### config.mk
export PLATFORM = sky130hd
export DESIGN_NAME = pc_call_stack
export DESIGN_NICKNAME = d
export VERILOG_FILES = /design/src/rtl/cpu_pkg.sv /design/src/rtl/pc_stack_mem.sv /design/src/rtl/pc_call_stack.sv
export SDC_FILE = /design/constraint.sdc
export NUM_CORES = 1
export LEC_CHECK = 0
export BUFFER_PORTS_ARGS = -buffer_cell sky130_fd_sc_hd__buf_4
export CAP_MARGIN = 30
export CELL_PAD_IN_SITES_DETAIL_PLACEMENT = 1
export CELL_PAD_IN_SITES_GLOBAL_PLACEMENT = 1
export CORE_UTILIZATION = 40
export CTS_BUF_LIST = sky130_fd_sc_hd__clkbuf_8
export CTS_CLUSTER_SIZE = 24
export DETAILED_ROUTE_END_ITERATION = 7
export GPL_ROUTABILITY_DRIVEN = 0
export PLACE_DENSITY = 0.7
export SLEW_MARGIN = 0
export SYNTH_ARGS = -nofsm -noshare
export SYNTH_HDL_FRONTEND = slang
export SYNTH_SLANG_ARGS = --single-unit
### constraint.sdc
create_clock -name clk -period 3.6 [get_ports clk]
set_input_delay 0.72 -clock clk [delete_from_list [all_inputs] [get_ports clk]]
set_output_delay 0.72 -clock clk [all_outputs]
set_load 0.05 [all_outputs]
### src/rtl/cpu_pkg.sv
// Shared CPU definitions: program address width, the PC type, and the
// return-address stack operation decode used by pc_call_stack.
package cpu_pkg;

  localparam int ADDR_W = 12;

  typedef logic [ADDR_W-1:0] pc_t;

  // Resolved stack operation for one cycle.
  typedef enum logic [2:0] {
    OP_HOLD     = 3'd0,
    OP_PUSH     = 3'd1,
    OP_POP      = 3'd2,
    OP_REPLACE  = 3'd3,
    OP_BAD_PUSH = 3'd4,
    OP_BAD_POP  = 3'd5
  } stack_op_e;

  // Maps raw push/pop requests plus stack status onto one operation.
  // push&pop on an empty stack degrades to a plain push (nothing to replace).
  function automatic stack_op_e decode_op(input logic push,
                                          input logic pop,
                                          input logic empty,
                                          input logic full);
    stack_op_e op;
    op = OP_HOLD;
    if (push && pop) begin
      op = empty ? OP_PUSH : OP_REPLACE;
    end else if (push) begin
      op = full ? OP_BAD_PUSH : OP_PUSH;
    end else if (pop) begin
      op = empty ? OP_BAD_POP : OP_POP;
    end
    return op;
  endfunction

endpackage

### src/rtl/pc_stack_mem.sv
// Return-address storage: DEPTH x ADDR_W register array with one synchronous
// write port and one asynchronous read port. Contents are never reset.
module pc_stack_mem #(
  parameter int ADDR_W = 12,
  parameter int DEPTH  = 8
) (
  input  logic                     clk,
  input  logic                     we,
  input  logic [$clog2(DEPTH)-1:0] waddr,
  input  logic [ADDR_W-1:0]        wdata,
  input  logic [$clog2(DEPTH)-1:0] raddr,
  output logic [ADDR_W-1:0]        rdata
);

  logic [ADDR_W-1:0] mem_q [DEPTH];

  // Write port: one entry updated per clock when enabled.
  always_ff @(posedge clk) begin
    if (we) begin
      mem_q[waddr] <= wdata;
    end
  end

  // Read port is combinational so RET sees the top entry in the same cycle.
  assign rdata = mem_q[raddr];

endmodule

### src/rtl/pc_call_stack.sv
// Hardware return-address stack feeding the RET leg of the next-PC mux.
// CALL pushes push_addr, RET pops; top_addr is the current top (0 when empty).
// Build option: define PC_STACK_STICKY_ERR_EN to make err a sticky flag held
// until rst; otherwise err is a combinational pulse in the illegal cycle.
module pc_call_stack
  import cpu_pkg::*;
#(
  parameter int ADDR_W = cpu_pkg::ADDR_W,
  parameter int DEPTH  = 8
) (
  input  logic                     clk,
  input  logic                     rst,
  input  logic                     push,
  input  logic                     pop,
  input  logic [ADDR_W-1:0]        push_addr,
  output logic [ADDR_W-1:0]        top_addr,
  output logic [$clog2(DEPTH):0]   count,
  output logic                     empty,
  output logic                     full,
  output logic                     err
);

  localparam int PTR_W = $clog2(DEPTH);
  localparam int CNT_W = PTR_W + 1;

  logic [CNT_W-1:0]  count_q;
  logic [CNT_W-1:0]  count_d;
  logic [CNT_W-1:0]  count_m1;
  logic              mem_we;
  logic [PTR_W-1:0]  mem_waddr;
  logic [PTR_W-1:0]  mem_raddr;
  logic [ADDR_W-1:0] mem_rdata;
  logic              illegal;
  stack_op_e         op;

  assign empty    = (count_q == '0);
  assign full     = (count_q == CNT_W'(DEPTH));
  assign count    = count_q;
  assign count_m1 = count_q - CNT_W'(1);

  // Top entry sits at count-1; the pointer never wraps, so slicing is safe
  // whenever count is non-zero, and the empty case is forced to zero below.
  assign mem_raddr = count_m1[PTR_W-1:0];
  assign top_addr  = empty ? '0 : mem_rdata;

  // Control decode: next count, storage write, and illegal-op detect.
  // rst overrides any request, so it suppresses writes and errors too.
  always_comb begin
    count_d   = count_q;
    mem_we    = 1'b0;
    mem_waddr = count_q[PTR_W-1:0];
    illegal   = 1'b0;
    op        = decode_op(push, pop, empty, full);
    if (!rst) begin
      unique case (op)
        OP_PUSH: begin
          mem_we    = 1'b1;
          mem_waddr = count_q[PTR_W-1:0];
          count_d   = count_q + CNT_W'(1);
        end
        OP_POP: begin
          count_d = count_m1;
        end
        OP_REPLACE: begin
          mem_we    = 1'b1;
          mem_waddr = count_m1[PTR_W-1:0];
        end
        OP_BAD_PUSH, OP_BAD_POP: begin
          illegal = 1'b1;
        end
        default: begin
          count_d = count_q;
        end
      endcase
    end
  end

  // Stack pointer register.
  always_ff @(posedge clk) begin
    if (rst) begin
      count_q <= '0;
    end else begin
      count_q <= count_d;
    end
  end

  pc_stack_mem #(
    .ADDR_W (ADDR_W),
    .DEPTH  (DEPTH)
  ) u_mem (
    .clk   (clk),
    .we    (mem_we),
    .waddr (mem_waddr),
    .wdata (push_addr),
    .raddr (mem_raddr),
    .rdata (mem_rdata)
  );

`ifdef PC_STACK_STICKY_ERR_EN
  logic err_q;
  logic err_d;

  // Sticky error: set by any illegal operation, cleared only by rst.
  always_comb begin
    err_d = err_q | illegal;
  end

  // Error flag register.
  always_ff @(posedge clk) begin
    if (rst) begin
      err_q <= 1'b0;
    end else begin
      err_q <= err_d;
    end
  end

  assign err = err_q;
`else
  assign err = illegal;
`endif

endmodule

Word level (Yosys, flattened, before mapping)
Memory sizes are Yosys's and may differ from the RTL's. Cells that the tools add are included.

Add/subtract/negate cells: 2. Multiplexer cells: 16. Equal/unequal tests: 6. Reductions and logical operators: 5.

Operators with widths (count): $mux W3 (7); $mux W12 (1); $pmux W4 S2 (1); $eq A3 B2 Y1 const B (2); $eq A3 B3 Y1 const B (2); $mux W1 (6); $add A4 B1 Y4 const B (1); $eq A4 B4 Y1 const B (1); $logic_not A4 Y1 (1); $reduce_or A2 Y1 (2); $sub A4 B1 Y4 const B (1); $eq A3 B1 Y1 const B (1); $mux W2 (1); $reduce_bool A2 Y1 (1); $logic_and A1 B1 Y1 (1).

RAM bits: 96. Flip-flop bits (word level): 4. Input port bits: 16. Memories: 1. Output and inout port bits: 19. Word-level logic and storage cells: 31.

Memories: u_mem.mem_q (words 8, width 12, rd ports 1, clocked after Yosys merged registers in 0, wr ports 1, RTL line pc_stack_mem.sv:15) `logic [ADDR_W-1:0] mem_q [DEPTH];`.

Logic depth before layout (Yosys ltp)
Gate-level depths: netlist of the first run.

Depth after elaboration: 11. Depth in mapped cells: 10. Depth with buffers taken out: 6.

Hierarchy
Synthesis of the first run repeated with hierarchy kept, for this count alone.

Cells, all modules: 222. Area, all modules: 4264.1 sq um.

Modules (own cells, without submodules): pc_stack_mem (sequential area each 2882.8 sq um, area each 3747.3 sq um, cells an instance 152, times used 1); pc_call_stack (sequential area each 80.1 sq um, area each 516.7 sq um, cells an instance 70, times used 1).

Worst setup path after synthesis of the first run
Ideal clock, no wire load.

Path type: reg2out. Start: register count_q[0], in the netlist count[0]. End: output top_addr[10]. Cell stages (with the launch flop): 10. Arrival: 3.150 ns. Data required time: 2.880 ns. Setup slack: -0.270 ns. Cells stage by stage: dfxtp_1 buf_2 buf_2 inv_1 ha_1 buf_2 nor3b_1 buf_2 buf_1 a21oi_1.

Elaborated cells between the ends (all ways): 4. Those cells by class: 1 x add/sub; 1 x mux; 1 x reduce/logical; 1 x memory.

RTL lines: start, declared (RTL line pc_call_stack.sv:26) `logic [CNT_W-1:0] count_q;`; start signal, assigned (RTL line pc_call_stack.sv:83) `count_q <= count_d;`; $logic_not A4 Y1 (RTL line pc_call_stack.sv:36) `assign empty = (count_q == '0);`; via empty (RTL line pc_call_stack.sv:18) `output logic empty,`; $mux W12 (RTL line pc_call_stack.sv:44) `assign top_addr = empty ? '0 : mem_rdata;`; end, declared (RTL line pc_call_stack.sv:16) `output logic [ADDR_W-1:0] top_addr,`.

The timed path passes the listed nets, and every way through them passes these cells.

Final worst setup path of the first run
Start: register count_q[1], in the netlist count[1]. End: output top_addr[1].

Word-level cells in the longest chain between the ends: 3. Elaborated cells between the ends (all ways): 4. Those cells by class: 1 x add/sub; 1 x mux; 1 x reduce/logical; 1 x memory.

Ends and longest elaborated chain: $sub A4 B1 Y4 (RTL line pc_call_stack.sv:39) `assign count_m1 = count_q - CNT_W'(1);`; $mem_v2 Z8 W12; $mux W12 * (RTL line pc_call_stack.sv:44).

Every way passes the cells marked *; elsewhere a longest branch is shown, timed or not.

==> results of run 1 <==
-- worst max-delay path, cell delays in order, from the launching register on --
cell and delay (ns):
dfxtp_1 0.45, inv_1 0.13, ha_1 0.52, buf_4 0.27
mux4_2 0.21, nand2_1 0.05, a21oi_1 0.23, buf_4 0.24
-- synthesized netlist by cell type (3+ instances only) --
cell type and count:
or3_1 4, o21ai_0 3, a21oi_1 15, nor4b_1 3
nand2b_1 4, edfxtp_1 96, mux4_2 24, nor2_1 13
mux2i_1 3, buf_2 9, nand2_1 26, dfxtp_1 4
inv_1 3
-- through the flow --
step           hold slack, ns  instances  utilization (%)  cell area [sq um]
6_report                0.586        422             48.7               4830
2_1_floorplan           0.789        240                -               4160
3_5_place_dp            0.685        406             46.6               4620
3_3_place_gp            0.668        406             46.6               4620
5_1_grt                 0.576        422             48.7               4830
4_1_cts                 0.572        422             48.7               4830
-- logic make-up after synthesis --
kind of cell / share of synthesized area [%]
DFF: 71.2
buffers and inverters: 2.08
xor gates and xnor gates: 0.632
and+or+nand+nor: 7.22
AOI/OAI and AO/OA: 3.70
adders and majority gates: 0.602
muxes: 14.5
-- power groups by stage --
stage | combinational (mW) | sequential, mW | clock [mW]
final | 0.959 | 1.33 | 0.735
after CTS | 0.978 | 1.33 | 0.753
after global placement | 0.956 | 1.36 | 0
after floorplan | 0.661 | 1.37 | 0
after global routing | 1.02 | 1.34 | 0.792
after detailed placement | 0.974 | 1.36 | 0
-- final cells by class --
cell class	count	area, sq um
Inverter	3	11.3
Timing Repair Buffer	48	360
Tap cell	133	166
Clock buffer	9	124
Clock inverter	7	81.3
Sequential cell	100	2960
Fill cell	977	5080
Multi-Input combinational cell	122	1120
-- how the worst max path moves through the flow --
stage,startpoint,end,cells after the start
global route,count[1],top_addr[7],7
floorplan,count[0],top_addr[10],9
finish,count[1],top_addr[1],7
CTS,count[1],top_addr[10],7
detailed placement,count[1],top_addr[10],7
global placement,count[1],top_addr[1],7
-- routing by layer --
metal  part of all wire (%)  wire length (microns)
met3                    3.8                    336
met4                    1.2                    104
met5                      0                      0
met2                     50                   4440
met1                     45                   4000
-- state kept, by name (all words and copies together), names as in the netlist --
signal       cells
u_mem.mem_q     96
count            4
==> results.md, run 1 <==
* Port bufs at 34
* Final WS setup at 0.421 ns
* Busiest grt layer: met2
* Hold_buf cts at 0
* Hold endpoint: u_mem.mem_q[4][6]
* Half-perimeter wire length after placement at 5.75 mm
* Vias in the first global route at 2392
* TritonCTS buffer count at 9
* Synth area leader: edfxtp_1
* Total chip power at 3.03 mW
* Met3 track demand over resource at 3.20%
* Worst-case reg-to-reg path depth at 7
* Gr usage total at 17.3%
* CTS sink cnt at 100
* Chip Height at 104 microns
* RSZ-0062 raised after global routing: false
* Min cycle time layout at 3.18 ns
* Clk pwr share at 24.3%
* Syn Nets at 258
* Clock tree buffer depth at 2
* Post-Syn Area per Cell at 17.3 sq um
* Starting Density at 42.0%
* ANT cells at 0
* Synthesis Warnings at 0
* Synth Flop Type: edfxtp_1
* Register bit total from synthesis at 100
* Reg-to-reg slack, setup at 0.85 ns
* Setup violators final at 0
* ANT nets after route at 0
* Max Freq at 0.315 GHz
* Fin nets at 302
* Vias at 2243
* Mapped Cells at 240
* WL/cell at 21.0 microns
* Row Count at 36
* Clock-pin slew on the worst setup and hold paths at 0.11 ns
* CP Launch Type: flop
* First-pass GRT wire length at 13.5 mm
* Hold depth at 1
* Root buffer cell: clkbuf_8
* Ranking of synthesized cells by area: edfxtp_1 69%, mux4_2 13%, nand2_1 2.3%
* Maxcap violations at 0
* Reg2reg start: count[1]
* VDD IR-drop max at 0.000309 V
* Initial antenna violation count at 0
* Max Clock Skew at 0.0153 ns
* Post-synth EDFFs at 96
* Sequential Power Share at 44.0%
* Slew @ Worst Pin at 0.585 ns
* Internal Power at 1.99 mW
* Top cell type's share of synthesized area at 69.3%
* Via density at 5.32
* TritonCTS clock tree: done
* Pin count of the biggest net entering global routing at 34
* Hold Violations, Final at 0
* Status: finished, final reports clean
* Worst min-delay path class: primary input to flop
* Total congestion overflow at 0
* Sw Ratio at 34.2%
* Worst Path Max Fanout at 10
* Place WS at 0.814 ns
* Die W at 104 microns
* Critical path type: flop to output pin
* Mapped Area at 0.00416 sq mm
* Share of cells above drive strength 1 at 32.9%
* H-tree levels at 3
* Post-Route WL at 8.88 mm
* CP Data Arrival Time at 2.46 ns
* Most common cell after layout, fill and taps aside: edfxtp_1
* Post-synth ARST share at 0%
* HP Start: push_addr[6]
* Commonest non-fill, non-tap cells in the layout: 96 x edfxtp_1, 48 x buf_4, 26 x nand2_1, 24 x mux4_2, 14 x a21oi_1
* Power density of the placed cells at 627 mW/mm^2
* Worst-Skew Late Latency at 0.36 ns
* Fraction of the cycle the final worst path needs at 88.3%
* Core area at 0.00991 sq mm
* Area Growth Syn to Fin at 16.0%
* # Post-CTS Setup Buffers at 0
* Lkg Pwr at 1.60 nW
* Worst R2R End: u_mem.mem_q[7][8]
* Relative max-transition margin at 61.0%
* Remaining DRCs at 0
* Setup crit end kind: output pin
* Sw Pwr at 1.03 mW
* Post-CTS sizing at 0
* Setup tns final at 0 ns
* Seq/Total Area, Yosys at 71.2%
* GRT met2 Usage at 29.1%
* Comb power frac at 31.7%
* Detailed Routing Iterations Pass 1 at 4
* IO Pins at 35
* Initial DRC count at 158
* Required time of the critical path at 2.88 ns
* Netlist cell types at 36
* GRT met1 Usage at 22.9%
* Die area at 0.0108 sq mm
* Final Max Tran Viols at 0
No activity file was read; power rests on OpenSTA's default activity.
==> run 2, diff against run 1 <==
Settings changed: BUFFER_PORTS_ARGS -buffer_cell sky130_fd_sc_hd__buf_4 to -buffer_cell sky130_fd_sc_hd__buf_2.
==> run 2 against run 1 <==
Net effect: sequential power about the same; sequential share of layout area grew 0.99 points; hold slack better by 0.039 ns; power decreased by 3.4%; count of clock-buffer cells in the layout is the same; via count rose by 0.36%; combinational power is 5.5% lower; sequential cell count unchanged; clock power decreased by 6.7%; worst setup slack better by 0.036 ns; utilization is 0.77 points lower; critical path depth unchanged.
==> results.md, run 2 (same netlist as run 1, synthesis figures left out) <==
* Setup violators final at 0 (unchanged)
* Fraction of the cycle the final worst path needs at 87.3% (was 88.3%)
* Power density of the placed cells at 615 mW/mm^2 (was 627 mW/mm^2)
* Vias at 2251 (was 2243)
* Max Clock Skew at 0.0125 ns (was 0.0153 ns)
* CTS sink cnt at 100 (unchanged)
* Non-Filler Cell Area, Final at 0.00475 sq mm (was 0.00483 sq mm)
* Crit-path cells: inv_1 > ha_1 > xor2_1 > buf_4 > nand2_1 > a21oi_1 > buf_2 (was inv_1 > ha_1 > buf_4 > mux4_2 > nand2_1 > a21oi_1 > buf_4)
* Min cycle time layout at 3.14 ns (was 3.18 ns)
* Starting Density at 42.0% (unchanged)
* Total chip power at 2.92 mW (was 3.03 mW)
* Post-Route WL at 8.56 mm (was 8.88 mm)
* VDD IR-drop max at 0.000345 V (was 0.000309 V)
* Largest register by flop count: u_mem.mem_q (unchanged)
* Maxcap violations at 0 (unchanged)
* Hold Slack at 0.626 ns (was 0.586 ns)
* RSZ-0062 raised after global routing: false (unchanged)
* # fillers at 996 (was 977)
* Gr usage total at 16.9% (was 17.3%)
* ANT nets after route at 0 (unchanged)
* Hold Violations, Final at 0 (unchanged)
* Setup crit end kind: output pin (unchanged)
* Worst min-delay path class: primary input to flop (unchanged)
* Final std cells w/o fill at 425 (was 422)
* CP Data Arrival Time at 2.42 ns (was 2.46 ns)
* Final WS setup at 0.457 ns (was 0.421 ns)
* Fin nets at 305 (was 302)
* Final Max Tran Viols at 0 (unchanged)
* Max FFs per register at 96 (unchanged)
* HP Start: push_addr[5] (was push_addr[6])
* Lkg Pwr at 1.60 nW (about the same)
* Required time of the critical path at 2.88 ns (about the same)
* TritonCTS clock tree: done (unchanged)
* Detailed Routing Iterations Pass 1 at 4 (unchanged)
* Register area at 0.00296 sq mm (unchanged)
* Max stage delay on crit path at 0.39 ns (was 0.52 ns)
* Initial antenna violation count at 0 (unchanged)
* Core area at 0.00991 sq mm (unchanged)
* Slew @ Worst Pin at 0.570 ns (was 0.585 ns)
* CP top delay family: buffers and inverters (unchanged)
* Row Count at 36 (unchanged)
* Chip Height at 104 microns (unchanged)
* Crit-path slowest cell: ha_1 (unchanged)
* DP Area at 0.00456 sq mm (was 0.00462 sq mm)
* Worst Path Max Fanout at 9 (was 10)
* Remaining DRCs at 0 (unchanged)
* WL/cell at 20.2 microns (was 21.0 microns)
* Clock tree buffer depth at 2 (unchanged)
* Root buffer cell: clkbuf_8 (unchanged)
* Clock-pin slew on the worst setup and hold paths at 0.10 ns (was 0.11 ns)
* Total congestion overflow at 0 (unchanged)
* Share of cells above drive strength 1 at 33.6% (was 32.9%)
* Reg2reg start: count[1] (unchanged)
* ANT cells at 0 (unchanged)
* Setup tns final at 0 ns (unchanged)
* Via density at 5.30 (was 5.32)
* Most common cell after layout, fill and taps aside: edfxtp_1 (unchanged)
* Post-CTS sizing at 0 (unchanged)
* Initial DRC count at 153 (was 158)
* Port bufs at 34 (unchanged)
* CP bufs+invs at 3 (unchanged)
* Final Util at 47.9% (was 48.7%)
* Hold_buf cts at 0 (unchanged)
* First-pass GRT wire length at 13.5 mm (about the same)
* Vias in the first global route at 2393 (was 2392)
* TritonCTS buffer count at 9 (unchanged)
* Setup crit start: count[1] (unchanged)
* Status: finished, final reports clean (unchanged)
* Commonest non-fill, non-tap cells in the layout: 96 x edfxtp_1, 34 x buf_2, 26 x nand2_1, 24 x mux4_2, 17 x buf_4 (was 96 x edfxtp_1, 48 x buf_4, 26 x nand2_1, 24 x mux4_2, 14 x a21oi_1)
* # Post-CTS Setup Buffers at 0 (unchanged)
* Die area at 0.0108 sq mm (unchanged)
* Relative max-transition margin at 62.0% (was 61.0%)
* Placed insts at 409 (was 406)
* Max Freq at 0.318 GHz (was 0.315 GHz)
* IO Pins at 35 (unchanged)
* CP Launch Type: flop (unchanged)
* Area occupied by multi-input gates at 0.00112 sq mm (unchanged)
* Pin count of the biggest net entering global routing at 34 (unchanged)
* H-tree levels at 3 (unchanged)
* Area Growth Syn to Fin at 14.2% (was 16.0%)
* Place WS at 0.795 ns (was 0.814 ns)
* Half-perimeter wire length after placement at 5.47 mm (was 5.75 mm)
* Die W at 104 microns (unchanged)
* Critical path type: flop to output pin (unchanged)
* Worst-Skew Late Latency at 0.36 ns (about the same)
[run 2: power by group]
group          switching [mW]  internal, mW
Sequential             0.0167          1.31
Combinational           0.604         0.301
Clock                   0.415         0.271
Total                    1.04          1.89
[run 2: worst paths after layout]
path	endpoint	slack, ns	cells after the start
min	u_mem.mem_q[7][5]	0.63	1
min reg2reg	count[3]	0.70	2
max	top_addr[7]	0.46	7
max reg2reg	u_mem.mem_q[1][7]	0.86	7
[run 2: cell type report]
class | instances | area share [%]
Inverter | 3 | 0.237
Sequential cell | 100 | 62.4
Tap cell | 133 | 3.50
Clock buffer | 9 | 2.61
Clock inverter | 7 | 1.42
Timing Repair Buffer | 51 | 6.27
Multi-Input combinational cell | 122 | 23.6
[run 2: layer usage]
layer	GRT usage, %	vias up	routed length (microns)
met3	4.20	4	284
li1	-	1034	-
met4	3.67	0	40
met5	0	-	0
met1	21.7	1171	3750
met2	29.2	42	4490
[run 2: worst reg2reg max path, stage by stage (launching register included)]
cell and delay, ns:
dfxtp_1 0.37, inv_1 0.12, ha_1 0.39, nor3b_2 0.56, or2_1 0.20, a31oi_1 0.11
nor2_1 0.42, buf_4 0.28
